[src/rtl/spi_flash_loader.sv]
`default_nettype none
// ============================================================================
// Module   : spi_flash_loader
// Purpose  : Boot sequencer. Drives an SPI peripheral over its register port
//            to issue a serial-flash READ (0x03) at FLASH_ADDR and streams
//            BYTES received bytes into a local memory write port.
// Revision : 1.0 - initial release
// ============================================================================
module spi_flash_loader #(
  parameter int          BYTES      = 256,
  parameter logic [23:0] FLASH_ADDR = 24'h000000,
  parameter int          MEM_AW     = 16,
  parameter int          TIMEOUT    = 4095
) (
  input  logic              clk,
  input  logic              n_rst,
  input  logic              start,
  output logic              busy,
  output logic              done,
  output logic              err,
  output logic              spi_ren,
  output logic [2:0]        spi_raddr,
  input  logic [7:0]        spi_rdata,
  output logic              spi_wen,
  output logic [2:0]        spi_waddr,
  output logic [7:0]        spi_wdata,
  output logic              mem_we,
  output logic [MEM_AW-1:0] mem_addr,
  output logic [7:0]        mem_wdata
);

  localparam logic [11:0] C_TO_LIM    = 12'(TIMEOUT);
  localparam logic [15:0] C_BYTES_LIM = 16'(BYTES);
  localparam logic [2:0]  C_REG_DATA  = 3'h0;
  localparam logic [2:0]  C_REG_STAT  = 3'h1;
  localparam logic [2:0]  C_REG_CTRL  = 3'h2;

  typedef enum logic [3:0] {
    IDLE     = 4'd0,
    CS_ON    = 4'd1,
    SEND     = 4'd2,
    POLL_REQ = 4'd3,
    POLL_CHK = 4'd4,
    GET_REQ  = 4'd5,
    GET_CHK  = 4'd6,
    STORE    = 4'd7,
    CS_OFF   = 4'd8,
    FIN      = 4'd9
  } state_t;

  state_t             state_q, state_d;
  logic [1:0]         hdr_idx_q, hdr_idx_d;
  logic               hdr_done_q, hdr_done_d;
  logic [15:0]        pay_idx_q, pay_idx_d;
  logic [11:0]        poll_q, poll_d;
  logic               err_q, err_d;
  logic               busy_q, busy_d;
  logic               done_q, done_d;
  logic               spi_ren_q, spi_ren_d;
  logic [2:0]         spi_raddr_q, spi_raddr_d;
  logic               spi_wen_q, spi_wen_d;
  logic [2:0]         spi_waddr_q, spi_waddr_d;
  logic [7:0]         spi_wdata_q, spi_wdata_d;
  logic               mem_we_q, mem_we_d;
  logic [MEM_AW-1:0]  mem_addr_q, mem_addr_d;
  logic [7:0]         mem_wdata_q, mem_wdata_d;
  logic [7:0]         w_hdr_byte;

  // Header byte selected by the header index that will be current in SEND.
  always_comb begin
    w_hdr_byte = 8'h03;
    case (hdr_idx_d)
      2'd0:    w_hdr_byte = 8'h03;
      2'd1:    w_hdr_byte = FLASH_ADDR[23:16];
      2'd2:    w_hdr_byte = FLASH_ADDR[15:8];
      default: w_hdr_byte = FLASH_ADDR[7:0];
    endcase
  end

  // Next-state and counter logic.
  always_comb begin
    state_d    = state_q;
    hdr_idx_d  = hdr_idx_q;
    hdr_done_d = hdr_done_q;
    pay_idx_d  = pay_idx_q;
    poll_d     = poll_q;
    err_d      = err_q;
    case (state_q)
      IDLE: begin
        if (start) begin
          state_d    = CS_ON;
          err_d      = 1'b0;
          hdr_idx_d  = 2'd0;
          hdr_done_d = 1'b0;
          pay_idx_d  = 16'd0;
          poll_d     = 12'd0;
        end
      end
      CS_ON:    state_d = SEND;
      SEND:     state_d = POLL_REQ;
      POLL_REQ: state_d = POLL_CHK;
      POLL_CHK: begin
        if (spi_rdata[0]) begin
          poll_d = (poll_q >= C_TO_LIM) ? C_TO_LIM : poll_q + 12'd1;
          if (poll_d == C_TO_LIM) begin
            err_d   = 1'b1;
            state_d = CS_OFF;
          end else begin
            state_d = POLL_REQ;
          end
        end else begin
          poll_d = 12'd0;
          if (!hdr_done_q) begin
            // Last header byte acknowledged: next SEND is the first dummy byte.
            if (hdr_idx_q == 2'd3) hdr_done_d = 1'b1;
            else                   hdr_idx_d  = hdr_idx_q + 2'd1;
            state_d = SEND;
          end else begin
            state_d = GET_REQ;
          end
        end
      end
      GET_REQ: state_d = GET_CHK;
      GET_CHK: state_d = STORE;
      STORE: begin
        pay_idx_d = pay_idx_q + 16'd1;
        state_d   = (pay_idx_d == C_BYTES_LIM) ? CS_OFF : SEND;
      end
      CS_OFF:  state_d = FIN;
      FIN:     state_d = IDLE;
      default: state_d = IDLE;
    endcase
  end

  // Outputs are decoded from the upcoming state so they register in step with it.
  always_comb begin
    busy_d      = (state_d != IDLE) && (state_d != FIN);
    done_d      = (state_d == FIN);
    spi_ren_d   = 1'b0;
    spi_raddr_d = 3'h0;
    spi_wen_d   = 1'b0;
    spi_waddr_d = 3'h0;
    spi_wdata_d = 8'h00;
    mem_we_d    = 1'b0;
    mem_addr_d  = '0;
    mem_wdata_d = 8'h00;
    case (state_d)
      CS_ON: begin
        spi_wen_d   = 1'b1;
        spi_waddr_d = C_REG_CTRL;
        spi_wdata_d = 8'h01;
      end
      SEND: begin
        spi_wen_d   = 1'b1;
        spi_waddr_d = C_REG_DATA;
        spi_wdata_d = hdr_done_d ? 8'h00 : w_hdr_byte;
      end
      POLL_REQ: begin
        spi_ren_d   = 1'b1;
        spi_raddr_d = C_REG_STAT;
      end
      GET_REQ: begin
        spi_ren_d   = 1'b1;
        spi_raddr_d = C_REG_DATA;
      end
      STORE: begin
        // Entered only from GET_CHK, where spi_rdata holds the received byte.
        mem_we_d    = 1'b1;
        mem_addr_d  = MEM_AW'(pay_idx_q);
        mem_wdata_d = spi_rdata;
      end
      CS_OFF: begin
        spi_wen_d   = 1'b1;
        spi_waddr_d = C_REG_CTRL;
        spi_wdata_d = 8'h00;
      end
      default: ;
    endcase
  end

  // State, counters and registered outputs.
  always_ff @(posedge clk or negedge n_rst) begin
    if (!n_rst) begin
      state_q     <= IDLE;
      hdr_idx_q   <= 2'd0;
      hdr_done_q  <= 1'b0;
      pay_idx_q   <= 16'd0;
      poll_q      <= 12'd0;
      err_q       <= 1'b0;
      busy_q      <= 1'b0;
      done_q      <= 1'b0;
      spi_ren_q   <= 1'b0;
      spi_raddr_q <= 3'h0;
      spi_wen_q   <= 1'b0;
      spi_waddr_q <= 3'h0;
      spi_wdata_q <= 8'h00;
      mem_we_q    <= 1'b0;
      mem_addr_q  <= '0;
      mem_wdata_q <= 8'h00;
    end else begin
      state_q     <= state_d;
      hdr_idx_q   <= hdr_idx_d;
      hdr_done_q  <= hdr_done_d;
      pay_idx_q   <= pay_idx_d;
      poll_q      <= poll_d;
      err_q       <= err_d;
      busy_q      <= busy_d;
      done_q      <= done_d;
      spi_ren_q   <= spi_ren_d;
      spi_raddr_q <= spi_raddr_d;
      spi_wen_q   <= spi_wen_d;
      spi_waddr_q <= spi_waddr_d;
      spi_wdata_q <= spi_wdata_d;
      mem_we_q    <= mem_we_d;
      mem_addr_q  <= mem_addr_d;
      mem_wdata_q <= mem_wdata_d;
    end
  end

  assign busy      = busy_q;
  assign done      = done_q;
  assign err       = err_q;
  assign spi_ren   = spi_ren_q;
  assign spi_raddr = spi_raddr_q;
  assign spi_wen   = spi_wen_q;
  assign spi_waddr = spi_waddr_q;
  assign spi_wdata = spi_wdata_q;
  assign mem_we    = mem_we_q;
  assign mem_addr  = mem_addr_q;
  assign mem_wdata = mem_wdata_q;

endmodule
`default_nettype wire

[config.mk]
export PLATFORM = sky130hd
export DESIGN_NAME = spi_flash_loader
export DESIGN_NICKNAME = d
export VERILOG_FILES = /design/src/rtl/spi_flash_loader.sv
export SDC_FILE = /design/constraint.sdc
export NUM_CORES = 1
export LEC_CHECK = 0
export ABC_AREA = 1
export ABC_CLOCK_PERIOD_IN_PS = 1800
export CORE_ASPECT_RATIO = 1.75
export CORE_MARGIN = 1.5
export CORE_UTILIZATION = 24
export CTS_CLUSTER_SIZE = 40
export DETAILED_ROUTE_END_ITERATION = 7
export PLACE_DENSITY = 0.48
export SYNTH_ARGS = -nofsm -noshare
export SYNTH_HDL_FRONTEND = slang
export SYNTH_SLANG_ARGS = --single-unit
[constraint.sdc]
create_clock -name clk -period 1.8 [get_ports clk]
set_input_delay 0.36 -clock clk [delete_from_list [all_inputs] [get_ports clk]]
set_output_delay 0.36 -clock clk [all_outputs]
set_load 0.01 [all_outputs]
==> impl_metrics.tcl <==
set metrics [dict create \
    die_area_mm2 0.0157 \
    gr-total-overflow 0 \
    grt_pass1_wl_um 16500 \
    synth-edff-count 0 \
    ys_ff_latch 69 \
    path_max_fanout 5 \
    root_buffer "clkbuf_16" \
    synth_area_leaders "dfrtp_1, nand2_1, nor2_1" \
    finalPower_w 0.00760 \
    drt_iter0_markers 136 \
    rsz0062_at_grt "yes" \
    cts_buffer_depth 2 \
    synth_xor_area_share_pct 0.977 \
    finalWirelength_um 10500 \
    dpl.hpwl_um 7780 \
    cp.required_ns 2.06 \
    hold_viol_final 0 \
    start_kind "flip-flop" \
    cts_made_buffers 9 \
    power.density_mw_per_mm2 1400 \
    crit_type "flip-flop to flip-flop" \
    grt_antenna_before_repair 0 \
    ys_seq_area_share_pct 48.2 \
    clock_sinks 69 \
    critPathLaunch "poll_q[1]$_DFFE_PN0P_" \
    vias_per_cell 4.44 \
    clock.fmax_mhz 474 \
    nFillCells 1508 \
    hold_path.class "primary input to async pin" \
    gp_congestion 0.874 \
    slew_viol_final 0 \
    setup_viol 11 \
    violations "setup timing" \
    cp.arrival_ns 2.37 \
    synth_compound_area_share_pct 6.35 \
    path_clk_slew_ns 0.06 \
    crit-reg2reg-launch "poll_q[1]$_DFFE_PN0P_" \
    initial_core_util_pct 24.7 \
    ant_nets 0 \
    fp.coreArea_mm2 0.0145 \
    io_pins 55 \
    die_y_um 165 \
    cts_tree "done" \
    h-tree-depth 3 \
    clk_latency_ns 0.33 \
    cap_violations 0 \
    layout-drive-gt1-share_pct 29.2 \
    endpoint_kind "flip-flop" \
    drtPass1Iterations 4 \
    syn_inst 463 \
    synth_ff_type "dfrtp_1" \
    yosysWarnings 0 \
    dr_total_vias 3471 \
    synth_mux_area_share_pct 0 \
    skew_ns 0.00770 \
    fin_ws_ns -0.310 \
    grt_max_degree 70 \
    die_width_um 95.4 \
    drc 0 \
    diodes 0 \
    rows 58 \
    r2r_slack_ns -0.31 \
    async_flop_share_pct 100 \
    netlist.area_leader.share_pct 48.2 \
    synth_cell_types 29 \
    total_leakage_power_nw 2.55 \
    dpl_worst_slack_ns -0.337 \
    synth_top_family_by_area "simple AND/OR/NAND/NOR gates" \
    min_period_ns 2.11 \
    wire_per_inst_um 13.4 \
    grt_pass1_vias 3551 \
    r2r_end "busy$_DFF_PN0_" \
    period_share_pct 117 \
    irDropWorstVdd_v 0.000527 \
    reg2reg_depth 13 \
    track_usage_pct 13.8 \
    fin_util_pct 37.4 \
    area_growth_pct 51.6 \
    yosys.area.top_type "dfrtp_1" \
    yosys.area_share.simple_pct 33.2 \
    synthAdderAreaFrac_pct 1.05 \
    netlist_area_mm2 0.00358 \
    status "finished with violations" \
    syn_area_per_cell_um2 7.74 \
    critPathCapture "busy$_DFF_PN0_" \
    portBuffers 44 \
    final_nets 611 \
]
## worst min path at each step
stage / from / end / slack [ns] / cells past startpoint
detailed placement: n_rst / poll_q[11]$_DFFE_PN0P_ / 0.41 / 2
floorplan: n_rst / busy$_DFF_PN0_ / 0.06 / 0
finish: n_rst / poll_q[11]$_DFFE_PN0P_ / 0.03 / 2
global placement: n_rst / poll_q[11]$_DFFE_PN0P_ / 0.42 / 2
CTS: n_rst / hdr_done_q$_DFF_PN0_ / 0.06 / 2
global route: n_rst / poll_q[11]$_DFFE_PN0P_ / 0.07 / 2
## power breakdown
group	switching (W)	internal [W]	total, W
Sequential	0.000329	0.00196	0.00229
Clock	0.000685	0.00125	0.00193
Combinational	0.00180	0.00157	0.00338
## layer usage
layer,track usage (%),share of wire [%],up-vias
met5,0,0,-
met4,6.68,3.4,0
met3,2.44,2.3,25
met1,14.0,36,1682
li1,-,-,1709
met2,26.3,58,55
## through the flow
step,area [um^2],TNS [ns],cells,hold slack [ns]
3_5_place_dp,4780,-2.98,754,0.415
4_1_cts,5220,-2.06,776,0.0569
6_report,5430,-2.23,782,0.0319
5_1_grt,5430,-4.08,782,0.0729
3_3_place_gp,4780,-2.75,754,0.417
2_1_floorplan,3630,-0.262,472,0.0644
## flip-flops by register name, summed over array words and instances, names as in the netlist
register and count:
spi_wdata 2, state_q 4, hdr_idx_q 2, pay_idx_q 16
busy 1, spi_waddr 1, mem_we 1, mem_addr 16
hdr_done_q 1, spi_wen 1, mem_wdata 8, done 1
err 1, spi_ren 1, poll_q 12, spi_raddr 1
## cells in the final DEF, fill, tap and decap left out, types with 11 or more instances in the layout
master and count:
nand2_1 92, buf_4 78, dfrtp_1 68, inv_1 62, nor2_1 55, clkdlybuf4s50_1 43
nand3_1 36, o21ai_0 22, nand2_2 16, nor2_2 15, nor2_4 11, nand4_1 11
o22ai_1 11
## Yosys cell counts (2+ instances only)
| master | number |
|---|---|
| buf_4 | 10 |
| inv_2 | 2 |
| nand3_2 | 4 |
| nand3_1 | 44 |
| clkinv_1 | 2 |
| nor2_4 | 6 |
| o22ai_1 | 11 |
| buf_1 | 2 |
| clkbuf_1 | 4 |
| nor2_2 | 8 |
| inv_1 | 63 |
| nand2_1 | 102 |
| nand4_1 | 11 |
| xor2_1 | 2 |
| o21ai_0 | 26 |
| dfrtp_1 | 69 |
| nand2_2 | 12 |
| nor3_1 | 5 |
| xnor2_1 | 2 |
| ha_1 | 3 |
| nor2_1 | 67 |
## worst max-delay path, stage by stage (launching register included)
cell and delay [ns]:
dfrtp_1 0.39, ha_4 0.17, nand2_4 0.05, nor2_4 0.15, nand3_4 0.12, buf_6 0.16, a21oi_2 0.12, nand3_1 0.08
nor2_1 0.09, nand4_1 0.22, buf_4 0.22, nand4_1 0.11, nor2_1 0.06, nor2_1 0.08
## layout make-up
| cell class | instances | area [um^2] | area share, % |
|---|---|---|---|
| clock buffers | 10 | 239 | 4.40 |
| well taps | 180 | 225 | 4.15 |
| multi-input cells | 318 | 1750 | 32.2 |
| flip-flops and latches | 69 | 1730 | 31.8 |
| repair buffers | 132 | 1150 | 21.2 |
| inverters | 67 | 251 | 4.63 |
| clock inverters | 6 | 86.3 | 1.59 |
## logic make-up after synthesis
| kind of cell | count (synthesis) |
|---|---|
| AOI/OAI and AO/OA | 41 |
| DFF | 69 |
| other | 1 |
| and+or+nand+nor | 260 |
| buffers and inverters | 85 |
| xor gates and xnor gates | 4 |
| adders and majority gates | 3 |
## timing repair
item | in CTS | in global routing
pin swaps | 6 | 11
resized for setup | 20 | 42
endpoints found under the setup margin | 11 | 20
setup buffers | 6 | 9
hold buffers | 0 | 0
Note: power is estimated with default switching activity, not from simulation.
